===== config.mk =====
export PLATFORM = sky130hd
export DESIGN_NAME = ntt_seq_ctrl
export DESIGN_NICKNAME = d
export VERILOG_FILES = /design/src/rtl/ntt_seq_pkg.sv /design/src/rtl/ntt_seq_rdpipe.sv /design/src/rtl/ntt_seq_ctrl.sv
export SDC_FILE = /design/constraint.sdc
export NUM_CORES = 1
export LEC_CHECK = 0
export ABC_CLOCK_PERIOD_IN_PS = 3600
export CORE_ASPECT_RATIO = 1.5
export CORE_MARGIN = 2
export CORE_UTILIZATION = 33
export DETAILED_ROUTE_END_ITERATION = 8
export PLACE_DENSITY = 0.81
export SLEW_MARGIN = 20
export SYNTH_ARGS = -nofsm -noshare
export SYNTH_HDL_FRONTEND = slang
export SYNTH_SLANG_ARGS = --single-unit

===== constraint.sdc =====
create_clock -name clk -period 3.6 [get_ports clk]
set_clock_uncertainty 0.2 [all_clocks]
set_input_delay 0.36 -clock clk [delete_from_list [all_inputs] [get_ports clk]]
set_output_delay 0.36 -clock clk [all_outputs]
set_load 0.005 [all_outputs]

===== src/rtl/ntt_seq_pkg.sv =====
`default_nettype none
// ============================================================
// ntt_seq_pkg : shared types and defaults for the NTT sequencer
// Rev 1.0
// ============================================================
package ntt_seq_pkg;

    typedef enum logic [2:0] {
        S_IDLE = 3'd0,
        S_LD_X = 3'd1,
        S_LD_W = 3'd2,
        S_RUN  = 3'd3,
        S_WB   = 3'd4,
        S_FIN  = 3'd5
    } state_t;

    localparam int DEF_N       = 64;
    localparam int DEF_DW      = 64;
    localparam int DEF_AW      = 15;
    localparam int DEF_X_BASE  = 0;
    localparam int DEF_Y_BASE  = 64;
    localparam int DEF_W_BASE  = 128;
    localparam int DEF_RD_LAT  = 1;
    localparam int DEF_TIMEOUT = 65535;

    localparam int BYTE_SHIFT = 2;
    localparam int LD_IDX_W   = 12;
    localparam int Y_IDX_W    = 6;

endpackage
`default_nettype wire


===== src/rtl/ntt_seq_rdpipe.sv =====
`default_nettype none
// ============================================================
// ntt_seq_rdpipe : DEPTH-stage tag pipe matching BRAM read latency
// Rev 1.0
// ============================================================
module ntt_seq_rdpipe #(
    parameter int DEPTH = 1,
    parameter int IW    = 12
) (
    input  logic          clk,
    input  logic          rst,
    input  logic          in_valid,
    input  logic [IW-1:0] in_idx,
    input  logic          in_sel,
    output logic          out_valid,
    output logic [IW-1:0] out_idx,
    output logic          out_sel
);

    logic [DEPTH-1:0]         r_valid;
    logic [DEPTH-1:0][IW-1:0] r_idx;
    logic [DEPTH-1:0]         r_sel;

    always_ff @(posedge clk) begin
        if (rst) begin
            r_valid <= '0;
            r_idx   <= '0;
            r_sel   <= '0;
        end else begin
            // Idle slots carry zeros so the load port rests at its reset values.
            r_valid[0] <= in_valid;
            r_idx[0]   <= in_valid ? in_idx : '0;
            r_sel[0]   <= in_valid & in_sel;
            for (int k = DEPTH - 1; k > 0; k--) begin
                r_valid[k] <= r_valid[k-1];
                r_idx[k]   <= r_idx[k-1];
                r_sel[k]   <= r_sel[k-1];
            end
        end
    end

    assign out_valid = r_valid[DEPTH-1];
    assign out_idx   = r_idx[DEPTH-1];
    assign out_sel   = r_sel[DEPTH-1];

endmodule
`default_nettype wire


===== src/rtl/ntt_seq_ctrl.sv =====
`default_nettype none
// ============================================================
// ntt_seq_ctrl : BRAM -> NTT core load, run and writeback sequencer
// Rev 1.0
// ============================================================
module ntt_seq_ctrl
    import ntt_seq_pkg::*;
#(
    parameter int N       = DEF_N,
    parameter int DW      = DEF_DW,
    parameter int AW      = DEF_AW,
    parameter int X_BASE  = DEF_X_BASE,
    parameter int Y_BASE  = DEF_Y_BASE,
    parameter int W_BASE  = DEF_W_BASE,
    parameter int RD_LAT  = DEF_RD_LAT,
    parameter int TIMEOUT = DEF_TIMEOUT
) (
    input  logic                clk,
    input  logic                rst,
    input  logic                start,
    output logic                busy,
    output logic                done,
    output logic                err,
    output logic [AW-1:0]       bram_addr,
    output logic                bram_en,
    output logic                bram_we,
    output logic [DW-1:0]       bram_din,
    input  logic [DW-1:0]       bram_dout,
    output logic                ld_valid,
    output logic                ld_sel,
    output logic [LD_IDX_W-1:0] ld_idx,
    output logic [DW-1:0]       ld_data,
    output logic                ntt_rst,
    input  logic                ntt_done,
    output logic [Y_IDX_W-1:0]  y_idx,
    input  logic [DW-1:0]       y_data
);

    localparam int NN = N * N;
    localparam int CW = $clog2(NN + RD_LAT + 1);
    localparam int TW = (TIMEOUT > 1) ? $clog2(TIMEOUT) : 1;

    state_t                r_state;
    logic [CW-1:0]         r_ic;
    logic [CW-1:0]         r_rc;
    logic [TW-1:0]         r_run_cnt;
    logic                  r_iss_valid;
    logic [LD_IDX_W-1:0]   r_iss_idx;
    logic                  r_iss_sel;

    logic [CW-1:0]         w_len;
    logic [31:0]           w_base;
    logic                  w_last_ret;

    function automatic logic [AW-1:0] to_byte(input logic [31:0] word);
        logic [31:0] b;
        b = word << BYTE_SHIFT;
        return b[AW-1:0];
    endfunction

    ntt_seq_rdpipe #(
        .DEPTH (RD_LAT),
        .IW    (LD_IDX_W)
    ) u_rdpipe (
        .clk       (clk),
        .rst       (rst),
        .in_valid  (r_iss_valid),
        .in_idx    (r_iss_idx),
        .in_sel    (r_iss_sel),
        .out_valid (ld_valid),
        .out_idx   (ld_idx),
        .out_sel   (ld_sel)
    );

    assign w_len      = (r_state == S_LD_W) ? CW'(NN) : CW'(N);
    assign w_base     = (r_state == S_LD_W) ? 32'(W_BASE) : 32'(X_BASE);
    assign w_last_ret = ld_valid && (r_rc == w_len - CW'(1));

    assign busy     = (r_state != S_IDLE);
    assign ld_data  = ld_valid ? bram_dout : '0;
    // The core result is combinational from y_idx, so data rides with the address.
    assign bram_din = bram_we ? y_data : '0;

    always_ff @(posedge clk) begin
        if (rst) begin
            r_state     <= S_IDLE;
            r_ic        <= '0;
            r_rc        <= '0;
            r_run_cnt   <= '0;
            r_iss_valid <= 1'b0;
            r_iss_idx   <= '0;
            r_iss_sel   <= 1'b0;
            done        <= 1'b0;
            err         <= 1'b0;
            bram_en     <= 1'b0;
            bram_we     <= 1'b0;
            bram_addr   <= '0;
            ntt_rst     <= 1'b1;
            y_idx       <= '0;
        end else begin
            done <= 1'b0;
            case (r_state)
                S_IDLE: begin
                    bram_en     <= 1'b0;
                    bram_we     <= 1'b0;
                    r_iss_valid <= 1'b0;
                    ntt_rst     <= 1'b1;
                    if (start) begin
                        err         <= 1'b0;
                        r_state     <= S_LD_X;
                        r_ic        <= CW'(1);
                        r_rc        <= '0;
                        bram_en     <= 1'b1;
                        bram_addr   <= to_byte(32'(X_BASE));
                        r_iss_valid <= 1'b1;
                        r_iss_idx   <= '0;
                        r_iss_sel   <= 1'b0;
                    end
                end
                S_LD_X, S_LD_W: begin
                    if (ld_valid) begin
                        r_rc <= r_rc + CW'(1);
                    end
                    if (r_ic < w_len) begin
                        bram_en     <= 1'b1;
                        bram_addr   <= to_byte(w_base + 32'(r_ic));
                        r_iss_valid <= 1'b1;
                        r_iss_idx   <= LD_IDX_W'(r_ic);
                        r_iss_sel   <= (r_state == S_LD_W);
                        r_ic        <= r_ic + CW'(1);
                    end else begin
                        bram_en     <= 1'b0;
                        r_iss_valid <= 1'b0;
                    end
                    // Phase ends only once every tagged read has come back.
                    if (w_last_ret) begin
                        r_rc <= '0;
                        if (r_state == S_LD_X) begin
                            r_state     <= S_LD_W;
                            r_ic        <= CW'(1);
                            bram_en     <= 1'b1;
                            bram_addr   <= to_byte(32'(W_BASE));
                            r_iss_valid <= 1'b1;
                            r_iss_idx   <= '0;
                            r_iss_sel   <= 1'b1;
                        end else begin
                            r_state     <= S_RUN;
                            bram_en     <= 1'b0;
                            r_iss_valid <= 1'b0;
                            ntt_rst     <= 1'b0;
                            r_run_cnt   <= '0;
                        end
                    end
                end
                S_RUN: begin
                    r_run_cnt <= r_run_cnt + TW'(1);
                    if ((r_run_cnt != '0) && ntt_done) begin
                        r_state   <= S_WB;
                        y_idx     <= '0;
                        bram_en   <= 1'b1;
                        bram_we   <= 1'b1;
                        bram_addr <= to_byte(32'(Y_BASE));
                    end else if (r_run_cnt == TW'(TIMEOUT - 1)) begin
                        r_state <= S_FIN;
                        err     <= 1'b1;
                        done    <= 1'b1;
                        ntt_rst <= 1'b1;
                    end
                end
                S_WB: begin
                    if (y_idx == Y_IDX_W'(N - 1)) begin
                        r_state <= S_FIN;
                        bram_en <= 1'b0;
                        bram_we <= 1'b0;
                        done    <= 1'b1;
                        ntt_rst <= 1'b1;
                        y_idx   <= '0;
                    end else begin
                        y_idx     <= y_idx + Y_IDX_W'(1);
                        bram_addr <= to_byte(32'(Y_BASE) + 32'(y_idx) + 32'd1);
                    end
                end
                S_FIN: begin
                    r_state <= S_IDLE;
                end
                default: begin
                    r_state <= S_IDLE;
                end
            endcase
        end
    end

endmodule
`default_nettype wire


Yosys cells after proc, flatten, opt, wreduce, memory -nomap -nowiden --
Cells that the tools add are included.
Storage, ports and cells: input bits 132, output and inout port bits 169, register bits after elaboration 99, logic and storage cells 131
Operators by class: $lt $le $gt $ge 1, bitwise logic cells 2, equal/unequal tests 17, add/sub/neg operators 8, reductions and logical operators 23, muxes and demuxes 63
Operators by type and width (number):
- $mux W64 | 2
- $mux W13 | 8
- $mux W15 | 6
- $pmux W15 S4 | 1
- $pmux W13 S2 | 2
- $mux W12 | 4
- $mux W16 | 2
- $pmux W16 S2 | 1
- $add A13 B1 Y13 const B | 2
- $pmux W12 S2 | 1
- $mux W1 | 19
- $add A16 B1 Y16 const B | 1
- $eq A16 B16 Y1 const B | 1
- $ne A2 B2 Y1 const B | 8
- $reduce_bool A16 Y1 | 1
- $mux W3 | 5
- $add A8 B13 Y13 | 1
- $eq A13 B13 Y1 | 1
- $lt A13 B13 Y1 | 1
- $sub A13 B1 Y13 const B | 1
- $mux W6 | 2
- $pmux W3 S4 | 1
- $pmux W6 S2 | 1
- $reduce_and A3 Y1 | 4
- 24 further kinds | 38

Longest topological paths before layout --
word-level depth 7, gate-level depth with buffers 11, depth with buffers taken out 8

Modules after synthesis --
Synthesis repeated with hierarchy kept, for this count alone.
Second synthesis, totals: cell total of the unflattened synthesis 679, area total of the unflattened synthesis 5485.3 µm²
Modules (own cells, without submodules):
- ntt_seq_ctrl | cells an instance 649, area each 5066.1 µm², instances 1
- ntt_seq_rdpipe | cells an instance 30, area each 419.2 µm², instances 1

Worst setup path before layout --
OpenSTA, ideal clock, no wires.
path type register to register, start point register r_state[2], end point register r_ic[11], stages on the path, launching flop included 11, setup time 0.114 ns, data arrival time 2.325 ns, setup slack 0.961 ns, cells stage by stage dfxtp_1 > buf_6 > or3b_1 > buf_4 > ha_1 > nor4_2 > a31oi_2 > nor4_1 > nand3_1 > xor2_1 > nor2_1
Between the ends: longest elaborated chain between the ends 7
RTL lines:
- start: declaration | line ntt_seq_ctrl.sv:43 | state_t r_state;
- start signal: assignment | line ntt_seq_ctrl.sv:86 | r_state <= S_IDLE;
- start signal: assignment | line ntt_seq_ctrl.sv:110 | r_state <= S_LD_X;
- start signal: assignment | line ntt_seq_ctrl.sv:139 | r_state <= S_LD_W;
- $eq A3 B2 Y1 | line ntt_seq_ctrl.sv:75, ntt_seq_ctrl.sv:102
- $mux W13 | line ntt_seq_ctrl.sv:75 | assign w_len = (r_state == S_LD_W) ? CW'(NN) : CW'(N);
- $sub A13 B1 Y13 or $lt A13 B13 Y1 (tied branches) | line ntt_seq_ctrl.sv:77, ntt_seq_ctrl.sv:124
- $eq A13 B13 Y1 or $mux W13 (tied branches) | line ntt_seq_ctrl.sv:77, ntt_seq_ctrl.sv:124
- $logic_and A1 B1 Y1 or $mux W13 (tied branches) | line ntt_seq_ctrl.sv:77, ntt_seq_ctrl.sv:138
- $mux W13 | line ntt_seq_ctrl.sv:136 | if (w_last_ret) begin
- $pmux W13 S2 | line ntt_seq_ctrl.sv:102 | case (r_state)
- end signal: assignment | line ntt_seq_ctrl.sv:130 | r_ic <= r_ic + CW'(1);
- end: declaration | line ntt_seq_ctrl.sv:44 | logic [CW-1:0] r_ic;
Several ways; a longest one is shown, not always the timed one. A chain may end at the register's enable or synchronous reset.

Final worst setup path --
start point register r_state[2], end point register r_ic[6]
The elaborated chain is that of the path after synthesis.

==> flow_summary.ini <==
[place]
dp.cells = 1151
placed_area_um2 = 8666
detailed_place_hpwl_mm = 18.95
port_buffers = 300
gp_congestion = 0.9255

[layout]
final_cell_area_um2 = 9005
final_nets = 1097
synthToLayoutAreaGrowth_pct = 64.32
layout.cells.non_filler = 1170
layout_common_cells = clkdlybuf4s50_1, and2_1, dfxtp_1
drive_gt1_frac = 0.05307
mostFrequentLayoutCell = clkdlybuf4s50_1
nFillCells = 1454

[clock_tree]
cts_tree = built
cts_made_buffers = 9
ctsHoldBuffers = 0
cts.sinks = 99
cts_buffer_depth = 2
root_buffer = clkbuf_16
ctsHtreeMaxLevel = 3
clk_pin_slew_ps = 70
post_cts.repair.setup_buffers = 0
cts_resized = 0
clk_latency_ps = 360

[sta]
maxSlewHeadroom = 0.4744
finalCritPeriodShare = 0.8183
drv_slew = 0
worstMarginPinSlew_ps = 784.7
rsz0062_at_grt = no
report.final.hold_viol_count = 0
setup_viol = 0
fmax_mhz = 339.5
fin_crit_ps = 2946
fin_tns_setup_ps = 0

[logic_synthesis]
post_synth_num_cell_types = 66
yosys.area.top_type = dfxtp_1
ys_ff_latch = 99
ys_seq_area_frac = 0.3616
synth-main-ff-cell = dfxtp_1
syn_nets = 810
synth_area_um2 = 5480
synth_area_per_cell_um2 = 8.192
syn_inst = 669
ys_top_cells_by_area = dfxtp_1, and2_1, nor2_1
yosys_warnings = 0
synth_top_area_share = 0.3616
synth_edf_count = 0
async_flop_share = 0

[power]
p_int_mw = 2.414
ir_drop_mv = 0.3540
p_sw_frac = 0.3520
power_frac_comb = 0.382
clockPowerShare = 0.288
seqPwrFrac = 0.330
p_per_area_nw_per_um2 = 413.7
p_leak_nw = 3.323
power.total_mw = 3.726
p_switching_mw = 1.311

[min_path]
hp-class = reg2reg

[grt]
first_global_vias = 5719
grt_max_degree = 66
grt_pass1_wl_mm = 33.11
overflow = 0
track_usage = 0.2528
grt_antenna_before_repair = 21

[drt]
routed_wl_mm = 23.21
drc = 0
drt-initial-drc-count = 438
via_per_inst = 5.109
vias = 5977
wire_per_inst_um = 19.84
drt_first_pass_iters = 7
drt.antenna.violating_nets = 0

[critical_path]
arrival_ps = 2960
cp-start-kind = flop
critPathCaptureType = flop
path_max_fanout = 10
cp.required_ps = 3610
critical_path_class = reg2reg

[floorplan]
die_w_um = 109.2
start_util = 0.3370
core_area_um2 = 16260
io_pins = 301
std_cell_rows = 57
dieHeight_um = 161.8
die_area_um2 = 17680

[run]
maxCapViolCount = 0

[outcome]
status = completed
[layer usage]
metal  GRT usage  vias to the layer above  routed length [um]
met2      0.4161                      332               10780
li1            -                     2855                   -
met5           0                        -                 122
met1      0.3161                     2727                9073
met4     0.05006                       20                 360
met3     0.09350                       43                2877
[critical path: stages (launching register included)]
cell	delay [ps]
dfxtp_1	320
or3b_1	530
ha_1	280
nor4_2	260
a31o_2	260
nand2_1	260
buf_4	270
nor3_1	220
xnor2_1	160
nor2_1	70
[state kept, by name, summed over array words and instances, names as in the netlist]
signal,flops
done,1
r_iss_sel,1
ntt_rst,1
u_rdpipe.out_idx,12
u_rdpipe.out_valid,1
r_ic,13
u_rdpipe.out_sel,1
bram_we,1
err,1
r_state,3
r_iss_idx,12
r_iss_valid,1
y_idx,6
bram_addr,15
r_run_cnt,16
r_rc,13
bram_en,1
[synthesized netlist by cell type, types with 4 or more instances]
library cell and number:
and3_1 11, xnor2_1 20, and2_1 147, nor2b_1 4
nor3_1 13, o21ai_0 16, nand2_1 58, a211oi_1 5
nand2b_1 4, nand3_1 18, a21o_1 4, buf_4 4
nor4_1 6, inv_1 8, dfxtp_1 99, nor2_1 70
clkbuf_1 27, o211ai_1 6, buf_2 4, nand4_1 9
ha_1 9, a22o_1 11, a21oi_1 34, xor2_1 23
[power by group through the flow]
stage	Combinational, mW	Clock (mW)	Sequential, mW
2_1_floorplan	0.770	0	1.23
3_3_place_gp	1.38	0	1.25
3_5_place_dp	1.39	0	1.25
4_1_cts	1.41	1.09	1.23
5_1_grt	1.54	1.12	1.24
6_report	1.42	1.07	1.23
[cells by family (layout without fill, tap and decap cells)]
group,after synthesis,after routing,synth area share
AOI/OAI and AO/OA,113,113,0.1527
xor gates and xnor gates,43,43,0.06872
adders and majority gates,9,9,0.02055
buffers and inverters,46,338,0.03813
DFF,99,99,0.3616
muxes,4,4,0.007534
other,0,3,0
and+or+nand+nor,355,355,0.3507
[final cells by class]
cell class                      instances  area [um^2]  area share
Multi-Input combinational cell        524         3289      0.3653
Clock buffer                            9        225.2     0.02501
Antenna cell                            3        7.507   0.0008337
Sequential cell                        99         1983      0.2202
Timing Repair Buffer                  313         3100      0.3443
Tap cell                              206        257.7     0.02862
Clock inverter                          7        106.4     0.01181
Inverter                                9        35.03    0.003891
[stage by stage]
| step | hold WS [ps] | util | setup slack [ps] |
|---|---|---|---|
| after detailed placement | 242.4 | 0.5329 | 718.9 |
| final | 260.2 | 0.5538 | 654.1 |
| after CTS | 259.8 | 0.5533 | 683.4 |
| after global placement | 243.4 | 0.5329 | 820.9 |
| after global routing | 280.3 | 0.5535 | 486.6 |
| after floorplan | 229.6 | - | 960.7 |
[path summary, 6_finish.rpt]
check	startpoint	to	slack, ps	depth (start not counted)
worst min-delay path	r_iss_idx[11]	r_iss_idx[11]	260	2
worst max register to register	r_state[2]	r_ic[6]	650	9
worst max-delay path	r_state[2]	r_ic[6]	650	9
worst min register to register	r_iss_idx[11]	r_iss_idx[11]	260	2
(Power assumes the default switching activity.)
